<file path="src/rtl/uart_frame_decoder_pkg.sv">
`default_nettype none
// ============================================================================
//  Module   : uart_frame_decoder_pkg
//  Brief    : Shared types and default parameters for the UART frame decoder.
//  Revision : 1.0
// ============================================================================
package uart_frame_decoder_pkg;

    localparam logic [7:0] c_sync_byte      = 8'hA5;
    localparam int         c_max_len        = 16;
    localparam int         c_timeout_cycles = 20000;

    typedef enum logic [2:0] {
        HUNT    = 3'd0,
        LEN     = 3'd1,
        PAYLOAD = 3'd2,
        CHK     = 3'd3,
        HOLD    = 3'd4
    } frame_state_t;

endpackage
`default_nettype wire

</file>
<file path="src/rtl/uart_frame_decoder_if.sv">
`default_nettype none
// ============================================================================
//  Module   : uart_frame_decoder_if
//  Brief    : RX FIFO pop side plus frame-consumer side of the frame decoder.
//  Revision : 1.0
// ============================================================================
interface uart_frame_decoder_if #(
    parameter int MAX_LEN = 16
) ();
    localparam int AW = (MAX_LEN > 1) ? $clog2(MAX_LEN) : 1;
    localparam int LW = $clog2(MAX_LEN + 1);

    logic          rx_empty;
    logic [7:0]    rx_data;
    logic          rd_uart;
    logic          frame_valid;
    logic [LW-1:0] frame_len;
    logic [AW-1:0] buf_addr;
    logic [7:0]    buf_data;
    logic          frame_ack;
    logic          chk_err;
    logic          len_err;
    logic          timeout_err;
    logic [7:0]    err_cnt;

    modport slave (
        input  rx_empty, rx_data, buf_addr, frame_ack,
        output rd_uart, frame_valid, frame_len, buf_data,
               chk_err, len_err, timeout_err, err_cnt
    );

    modport master (
        output rx_empty, rx_data, buf_addr, frame_ack,
        input  rd_uart, frame_valid, frame_len, buf_data,
               chk_err, len_err, timeout_err, err_cnt
    );
endinterface
`default_nettype wire

</file>
<file path="src/rtl/uart_frame_decoder_buffer.sv">
`default_nettype none
// ============================================================================
//  Module   : uart_frame_buffer
//  Brief    : MAX_LEN x 8 payload RAM, one write port, one registered read port.
//  Revision : 1.0
// ============================================================================
module uart_frame_buffer #(
    parameter int MAX_LEN = 16,
    parameter int AW      = 4
) (
    input  logic          clk,
    input  logic          wr_en,
    input  logic [AW-1:0] wr_addr,
    input  logic [7:0]    wr_data,
    input  logic [AW-1:0] rd_addr,
    output logic [7:0]    rd_data
);
    logic [7:0] mem_q [MAX_LEN];
    logic [7:0] rd_data_d;
    logic [7:0] rd_data_q;

    // Addresses beyond the RAM depth read back as zero rather than X.
    always_comb begin
        rd_data_d = (32'(rd_addr) < MAX_LEN) ? mem_q[rd_addr] : 8'h00;
    end

    always_ff @(posedge clk) begin
        if (wr_en) begin
            mem_q[wr_addr] <= wr_data;
        end
        rd_data_q <= rd_data_d;
    end

    assign rd_data = rd_data_q;
endmodule
`default_nettype wire

</file>
<file path="src/rtl/uart_frame_decoder.sv">
`default_nettype none
// ============================================================================
//  Module   : uart_frame_decoder
//  Brief    : Hunts [SYNC][LEN][payload][CHK] frames from the RX FIFO and holds
//             each good frame until acknowledged.
//  Revision : 1.0
// ============================================================================
module uart_frame_decoder
    import uart_frame_decoder_pkg::*;
#(
    parameter logic [7:0] SYNC_BYTE      = c_sync_byte,
    parameter int         MAX_LEN        = c_max_len,
    parameter int         TIMEOUT_CYCLES = c_timeout_cycles
) (
    input  logic                clk,
    input  logic                reset,
    uart_frame_decoder_if.slave bus
);
    localparam int AW = (MAX_LEN > 1) ? $clog2(MAX_LEN) : 1;
    localparam int LW = $clog2(MAX_LEN + 1);
    localparam int TW = (TIMEOUT_CYCLES > 1) ? $clog2(TIMEOUT_CYCLES) : 1;

    frame_state_t  state_q, state_d;
    logic [LW-1:0] len_q, len_d;
    logic [AW-1:0] idx_q, idx_d;
    logic [7:0]    chk_q, chk_d;
    logic [TW-1:0] timer_q, timer_d;
    logic          frame_valid_q, frame_valid_d;
    logic [LW-1:0] frame_len_q, frame_len_d;
    logic          chk_err_q, chk_err_d;
    logic          len_err_q, len_err_d;
    logic          timeout_err_q, timeout_err_d;
    logic [7:0]    err_cnt_q, err_cnt_d;
    logic          w_pop;
    logic          w_wr_en;
    logic [7:0]    w_buf_data;

    assign w_pop = !bus.rx_empty && (state_q != HOLD);

    always_comb begin
        state_d       = state_q;
        len_d         = len_q;
        idx_d         = idx_q;
        chk_d         = chk_q;
        timer_d       = '0;
        frame_valid_d = frame_valid_q;
        frame_len_d   = frame_len_q;
        chk_err_d     = 1'b0;
        len_err_d     = 1'b0;
        timeout_err_d = 1'b0;
        err_cnt_d     = err_cnt_q;
        w_wr_en       = 1'b0;

        case (state_q)
            HUNT: begin
                if (w_pop && bus.rx_data == SYNC_BYTE) state_d = LEN;
            end
            LEN: begin
                if (w_pop) begin
                    if (bus.rx_data == 8'h00 || bus.rx_data > 8'(MAX_LEN)) begin
                        len_err_d = 1'b1;
                        state_d   = HUNT;
                    end else begin
                        len_d   = bus.rx_data[LW-1:0];
                        chk_d   = bus.rx_data;
                        idx_d   = '0;
                        state_d = PAYLOAD;
                    end
                end
            end
            PAYLOAD: begin
                if (w_pop) begin
                    w_wr_en = 1'b1;
                    chk_d   = chk_q ^ bus.rx_data;
                    idx_d   = idx_q + 1'b1;
                    if (LW'(idx_q) == len_q - LW'(1)) state_d = CHK;
                end
            end
            CHK: begin
                if (w_pop) begin
                    if (bus.rx_data == chk_q) begin
                        frame_valid_d = 1'b1;
                        frame_len_d   = len_q;
                        state_d       = HOLD;
                    end else begin
                        chk_err_d = 1'b1;
                        state_d   = HUNT;
                    end
                end
            end
            HOLD: begin
                if (bus.frame_ack) begin
                    frame_valid_d = 1'b0;
                    state_d       = HUNT;
                end
            end
            default: state_d = HUNT;
        endcase

        // Idle cycles inside a frame; a pop on the final cycle still wins.
        if ((state_q inside {LEN, PAYLOAD, CHK}) && !w_pop) begin
            if (timer_q == TW'(TIMEOUT_CYCLES - 1)) begin
                timeout_err_d = 1'b1;
                state_d       = HUNT;
            end else begin
                timer_d = timer_q + 1'b1;
            end
        end

        if ((chk_err_d || len_err_d || timeout_err_d) && err_cnt_q != 8'hFF) begin
            err_cnt_d = err_cnt_q + 8'd1;
        end
    end

    always_ff @(posedge clk) begin
        if (reset) begin
            state_q       <= HUNT;
            len_q         <= '0;
            idx_q         <= '0;
            chk_q         <= '0;
            timer_q       <= '0;
            frame_valid_q <= 1'b0;
            frame_len_q   <= '0;
            chk_err_q     <= 1'b0;
            len_err_q     <= 1'b0;
            timeout_err_q <= 1'b0;
            err_cnt_q     <= '0;
        end else begin
            state_q       <= state_d;
            len_q         <= len_d;
            idx_q         <= idx_d;
            chk_q         <= chk_d;
            timer_q       <= timer_d;
            frame_valid_q <= frame_valid_d;
            frame_len_q   <= frame_len_d;
            chk_err_q     <= chk_err_d;
            len_err_q     <= len_err_d;
            timeout_err_q <= timeout_err_d;
            err_cnt_q     <= err_cnt_d;
        end
    end

    uart_frame_buffer #(
        .MAX_LEN (MAX_LEN),
        .AW      (AW)
    ) u_buffer (
        .clk     (clk),
        .wr_en   (w_wr_en),
        .wr_addr (idx_q),
        .wr_data (bus.rx_data),
        .rd_addr (bus.buf_addr),
        .rd_data (w_buf_data)
    );

    assign bus.rd_uart     = w_pop;
    assign bus.frame_valid = frame_valid_q;
    assign bus.frame_len   = frame_len_q;
    assign bus.buf_data    = w_buf_data;
    assign bus.chk_err     = chk_err_q;
    assign bus.len_err     = len_err_q;
    assign bus.timeout_err = timeout_err_q;
    assign bus.err_cnt     = err_cnt_q;
endmodule
`default_nettype wire

</file>
<file path="src/flat_wrapper.sv">
// flat-port wrapper written by rule: the top's interface ports become plain ports
module uart_frame_decoder_flat import uart_frame_decoder_pkg::*;
#(
    parameter logic [7:0] SYNC_BYTE      = c_sync_byte,
    parameter int         MAX_LEN        = c_max_len,
    parameter int         TIMEOUT_CYCLES = c_timeout_cycles
)
  (clk, reset, bus_rx_empty, bus_rx_data, bus_buf_addr, bus_frame_ack, bus_rd_uart, bus_frame_valid, bus_frame_len, bus_buf_data, bus_chk_err, bus_len_err, bus_timeout_err, bus_err_cnt);
  uart_frame_decoder_if #(.MAX_LEN(MAX_LEN)) bus_i ();
  input  logic clk;
  input  logic reset;
  input wire logic [$bits(bus_i.rx_empty)-1:0] bus_rx_empty;
  input wire logic [$bits(bus_i.rx_data)-1:0] bus_rx_data;
  input wire logic [$bits(bus_i.buf_addr)-1:0] bus_buf_addr;
  input wire logic [$bits(bus_i.frame_ack)-1:0] bus_frame_ack;
  output wire logic [$bits(bus_i.rd_uart)-1:0] bus_rd_uart;
  output wire logic [$bits(bus_i.frame_valid)-1:0] bus_frame_valid;
  output wire logic [$bits(bus_i.frame_len)-1:0] bus_frame_len;
  output wire logic [$bits(bus_i.buf_data)-1:0] bus_buf_data;
  output wire logic [$bits(bus_i.chk_err)-1:0] bus_chk_err;
  output wire logic [$bits(bus_i.len_err)-1:0] bus_len_err;
  output wire logic [$bits(bus_i.timeout_err)-1:0] bus_timeout_err;
  output wire logic [$bits(bus_i.err_cnt)-1:0] bus_err_cnt;
  assign bus_i.rx_empty = bus_rx_empty;
  assign bus_i.rx_data = bus_rx_data;
  assign bus_i.buf_addr = bus_buf_addr;
  assign bus_i.frame_ack = bus_frame_ack;
  assign bus_rd_uart = bus_i.rd_uart;
  assign bus_frame_valid = bus_i.frame_valid;
  assign bus_frame_len = bus_i.frame_len;
  assign bus_buf_data = bus_i.buf_data;
  assign bus_chk_err = bus_i.chk_err;
  assign bus_len_err = bus_i.len_err;
  assign bus_timeout_err = bus_i.timeout_err;
  assign bus_err_cnt = bus_i.err_cnt;
  uart_frame_decoder #(.SYNC_BYTE(SYNC_BYTE), .MAX_LEN(MAX_LEN), .TIMEOUT_CYCLES(TIMEOUT_CYCLES)) u_core (.clk(clk), .reset(reset), .bus(bus_i));
endmodule
</file>
<file path="config.mk">
export PLATFORM = sky130hd
export DESIGN_NAME = uart_frame_decoder_flat
export DESIGN_NICKNAME = d
export VERILOG_FILES = /design/src/rtl/uart_frame_decoder_pkg.sv /design/src/rtl/uart_frame_decoder_if.sv /design/src/rtl/uart_frame_decoder_buffer.sv /design/src/rtl/uart_frame_decoder.sv /design/src/flat_wrapper.sv
export SDC_FILE = /design/constraint.sdc
export NUM_CORES = 1
export LEC_CHECK = 0
export ABC_AREA = 1
export CELL_PAD_IN_SITES_DETAIL_PLACEMENT = 1
export CELL_PAD_IN_SITES_GLOBAL_PLACEMENT = 1
export CORE_MARGIN = 2
export CORE_UTILIZATION = 43
export DETAILED_ROUTE_END_ITERATION = 8
export PLACE_DENSITY = 0.71
export SLEW_MARGIN = 20
export SYNTH_ARGS = -nofsm -noshare
export SYNTH_HDL_FRONTEND = slang
export SYNTH_SLANG_ARGS = --single-unit
</file>
<file path="constraint.sdc">
create_clock -name clk -period 1.63 [get_ports clk]
set_input_delay 0.326 -clock clk [delete_from_list [all_inputs] [get_ports clk]]
set_output_delay 0.326 -clock clk [all_outputs]
set_load 0.05 [all_outputs]
</file>
==> implementation parameters <==
Parameter                              Value

Yosys
  Flip-flop cell with the highest count after synthesis ... sky130_fd_sc_hd__edfxtp_1
  Post-Synthesis Cell Area ... 8010 um2
  Yosys synthesis warning count ... 0
  Nets in the synthesized netlist ... 758
  Count of flip-flops with a built-in enable after synthesis ... 128
  Leading cell types by total area after synthesis ... sky130_fd_sc_hd__edfxtp_1 (48%), sky130_fd_sc_hd__dfxtp_1 (15%), sky130_fd_sc_hd__nand2_1 (4.3%)
  Asr flop ratio synth ... 0%
  Syn avg cell area ... 10.9 um2
  Sequential cell area fraction in the yosys report ... 63.0%
  Seq cells post-synth ... 188
  Synth area leader ... sky130_fd_sc_hd__edfxtp_1
  Top cells by instance count after synthesis ... sky130_fd_sc_hd__edfxtp_1 (128), sky130_fd_sc_hd__nand2_1 (91), sky130_fd_sc_hd__a21oi_1 (68), sky130_fd_sc_hd__inv_1 (67), sky130_fd_sc_hd__o21ai_0 (61)
  Most common cell in the synthesized netlist ... sky130_fd_sc_hd__edfxtp_1
  Top-area cell type share of the netlist area ... 48.0%
  Instance count of the mapped netlist ... 735
  Post-synthesis cell type count ... 42

Place
  Detailed placement HPWL ... 14.7 mm
  Post-Place Cells ... 1048
  Count of buffers from port buffering ... 41
  Worst slack at placement ... -608 ps
  RD Place Congestion ... 0.802

Worst hold path
  Worst min-delay path startpoint ... bus_rx_data[5]
  Worst Hold Endpoint ... u_core.u_buffer.mem_q[10][5]
  Worst Hold Path Cells ... 2
  Worst Hold Class ... input pin to flip-flop

Global route
  Vias in the first global route ... 6426
  Pin count of the biggest net entering global routing ... 25
  Antenna violations before repair ... 0
  Total grt overflow ... 0
  Wire length of the first global-routing pass ... 34.4 mm
  Overall routing resource usage ... 22.8%

Timing
  Maximum clock rate ... 594 MHz
  Hold violation count in the final report ... 0
  Final Hold Slack ... 253 ps
  Worst rel slew slack ... 72.7%
  Minimum setup slack in the final design ... -53.9 ps
  Slew of the pin with the lowest slew margin ... 405 ps
  Fin Clk Skew ... 10.0 ps
  Fraction of the cycle the final worst path needs ... 103%
  RSZ-0062 raised after global routing ... true
  Total negative setup slack ... -475 ps
  Min cycle time layout ... 1680 ps
  Final setup vio count ... 24
  Final slew viol count ... 0

CTS
  Clock tree from TritonCTS ... done
  Maximum clock insertion buffer count ... 2
  Clock sink total ... 188
  Clk root buf ... sky130_fd_sc_hd__clkbuf_16
  Post-cts hold buffer count ... 0
  Clock transition at the registers of the reported paths ... 70 ps
  TritonCTS Buffers ... 17
  H-Tree Level Count ... 4
  Clock network latency to the later pin of the worst-skew pair ... 440 ps

Detailed routing
  Final antenna-violating net count ... 0
  Ratio of routed vias to standard cells ... 5.42
  Drt first pass iters ... 5
  Total wire length ... 22.0 mm
  Number of remaining DRC errors ... 0
  Count of vias placed by the detailed router ... 5928
  Count of routing violations after the opening detailed-route iteration ... 307
  DR WL/cell ... 20.1 um

Run status
  Violated checks ... negative setup slack
  Run status ... complete, but fails checks

Setup path
  Crit path kind ... flip-flop to output pin
  Top fanout value on the critical path ... 2
  Worst reg2reg setup slack ... -30 ps
  Kind of capture point of the worst setup path ... output pin
  Required time at the endpoint of the critical path ... 1300 ps
  Depth of the most critical reg-to-reg path ... 7
  Reg-to-reg endpoint ... u_core.u_buffer.mem_q[8][0]
  Launching point of the worst reg2reg path ... u_core.state_q[1]
  CP Launch Type ... flip-flop
  Worst EP arrival ... 1360 ps

Floorplan
  DIE HEIGHT ... 140 um
  Starting density of the core ... 44.1%
  Count of boundary I/O pins ... 42
  CORE AREA ... 18100 um2
  Die ar. ... 19700 um2
  Chip Width ... 140 um
  Cell row count ... 49

Power and ir drop
  Overall Power ... 9.83 mW
  Leakage ... 3.91 nW
  Peak supply drop ... 0.000768 V
  Cell Pwr Density ... 967 nW/um2

Final layout
  Multi-input gate area in the final layout ... 2770 um2
  Antenna Cells ... 0
  Final non-filler cell total ... 1094
  Post-synthesis to final-layout area growth ... 27.0%
  Share of post-route cells with drive strength above 1 ... 26.0%
  Fillers ... 1904
  Number of nets in the layout ... 875
  Register cell area after layout ... 5060 um2

Job
  Number of maximum-capacitance constraint violations ... 0
## worst max-delay path by stage
stage / start / slack, ps / end / depth (start not counted)
floorplan: u_core.state_q[1] / -80 / u_core.u_buffer.mem_q[0][0] / 6
global placement: bus_rx_data[1] / -520 / u_core.bus.err_cnt[1] / 11
detailed placement: bus_rx_data[1] / -610 / u_core.bus.err_cnt[1] / 11
CTS: u_core.state_q[1] / -80 / bus_rd_uart / 7
global route: u_core.state_q[1] / -130 / u_core.u_buffer.mem_q[0][5] / 7
finish: u_core.state_q[1] / -50 / bus_rd_uart / 7
## sequential cells by signal, summed over array words and instances, names as in the netlist
name	flops
u_core.bus.chk_err	1
u_core.bus.err_cnt	8
u_core.bus.frame_len	5
u_core.bus.frame_valid	1
u_core.bus.len_err	1
u_core.bus.timeout_err	1
u_core.chk_q	8
u_core.idx_q	4
u_core.len_q	5
u_core.state_q	3
u_core.timer_q	15
u_core.u_buffer.mem_q	128
u_core.u_buffer.rd_data	8
## through the flow
stage          instance area, um2  util (%)
2_1_floorplan                8010         -
5_1_grt                     10200      56.1
3_3_place_gp                 9170      50.6
6_report                    10200      56.1
4_1_cts                      9890      54.5
3_5_place_dp                 9170      50.6
## layout by cell type, fill, tap and decap left out, types with 6 or more instances in the layout
| master | instances |
|---|---|
| sky130_fd_sc_hd__dlygate4sd2_1 | 6 |
| sky130_fd_sc_hd__o21ai_0 | 59 |
| sky130_fd_sc_hd__a21oi_1 | 66 |
| sky130_fd_sc_hd__nor3_1 | 7 |
| sky130_fd_sc_hd__buf_6 | 19 |
| sky130_fd_sc_hd__nand2_2 | 8 |
| sky130_fd_sc_hd__inv_1 | 64 |
| sky130_fd_sc_hd__o21ai_1 | 8 |
| sky130_fd_sc_hd__dfxtp_1 | 48 |
| sky130_fd_sc_hd__buf_12 | 11 |
| sky130_fd_sc_hd__mux2i_1 | 32 |
| sky130_fd_sc_hd__nand2_1 | 81 |
| sky130_fd_sc_hd__dfxtp_2 | 12 |
| sky130_fd_sc_hd__nand3_1 | 31 |
| sky130_fd_sc_hd__buf_4 | 83 |
| sky130_fd_sc_hd__clkbuf_16 | 19 |
| sky130_fd_sc_hd__nor2_2 | 15 |
| sky130_fd_sc_hd__o211ai_1 | 32 |
| sky130_fd_sc_hd__xor2_1 | 7 |
| sky130_fd_sc_hd__nand4_1 | 7 |
| sky130_fd_sc_hd__edfxtp_1 | 128 |
| sky130_fd_sc_hd__xnor2_1 | 8 |
| sky130_fd_sc_hd__nand2_4 | 7 |
| sky130_fd_sc_hd__nor2_1 | 35 |
| sky130_fd_sc_hd__nor2_4 | 6 |
## power by group
part,switching (mW),internal (mW),total [mW],leakage (nW)
Combinational,0.424,0.240,0.664,1.98
Clock,1.90,2.16,4.06,0.287
Sequential,0.00782,5.10,5.11,1.64
## cell type report
class                           instances  share of cell area, %
Inverter                               73                   2.79
Tap cell                              229                   2.82
Clock buffer                           19                   4.67
Multi-Input combinational cell        444                   27.2
Clock inverter                         13                  0.959
Timing Repair Buffer                  128                   11.8
Sequential cell                       188                   49.7
## cell families after synthesis
family,share of synthesized area [%]
adder cells (fa/ha/maj),1.09
XOR/XNOR,2.19
flip-flops,63.0
multiplexers,4.00
buffers and inverters,5.47
AND/OR/NAND/NOR,12.4
AO/OA/AOI/OAI,11.9
## layer usage
layer | up-vias | GRT usage [%] | part of all wire (%)
li1 | 2809 | - | -
met1 | 2956 | 28.1 | 43
met2 | 130 | 39.7 | 51
met3 | 33 | 5.23 | 4.2
met4 | 0 | 7.74 | 1.9
met5 | - | 0 | 0
## what timing repair did
action	in CTS	in global routing
gates cloned	1	1
endpoints found under the hold margin	0	0
setup endpoints to repair	140	154
buffers inserted	5	7
resized for setup	31	67
pin swaps	8	18
## critical path, stage by stage (launching register included)
cell	delay (ps)
sky130_fd_sc_hd__dfxtp_2	330
sky130_fd_sc_hd__inv_2	60
sky130_fd_sc_hd__buf_6	90
sky130_fd_sc_hd__nand2_4	50
sky130_fd_sc_hd__nor2_4	110
sky130_fd_sc_hd__nor2_4	40
sky130_fd_sc_hd__buf_6	110
sky130_fd_sc_hd__buf_12	140
No activity file was read; power rests on OpenSTA's default activity.
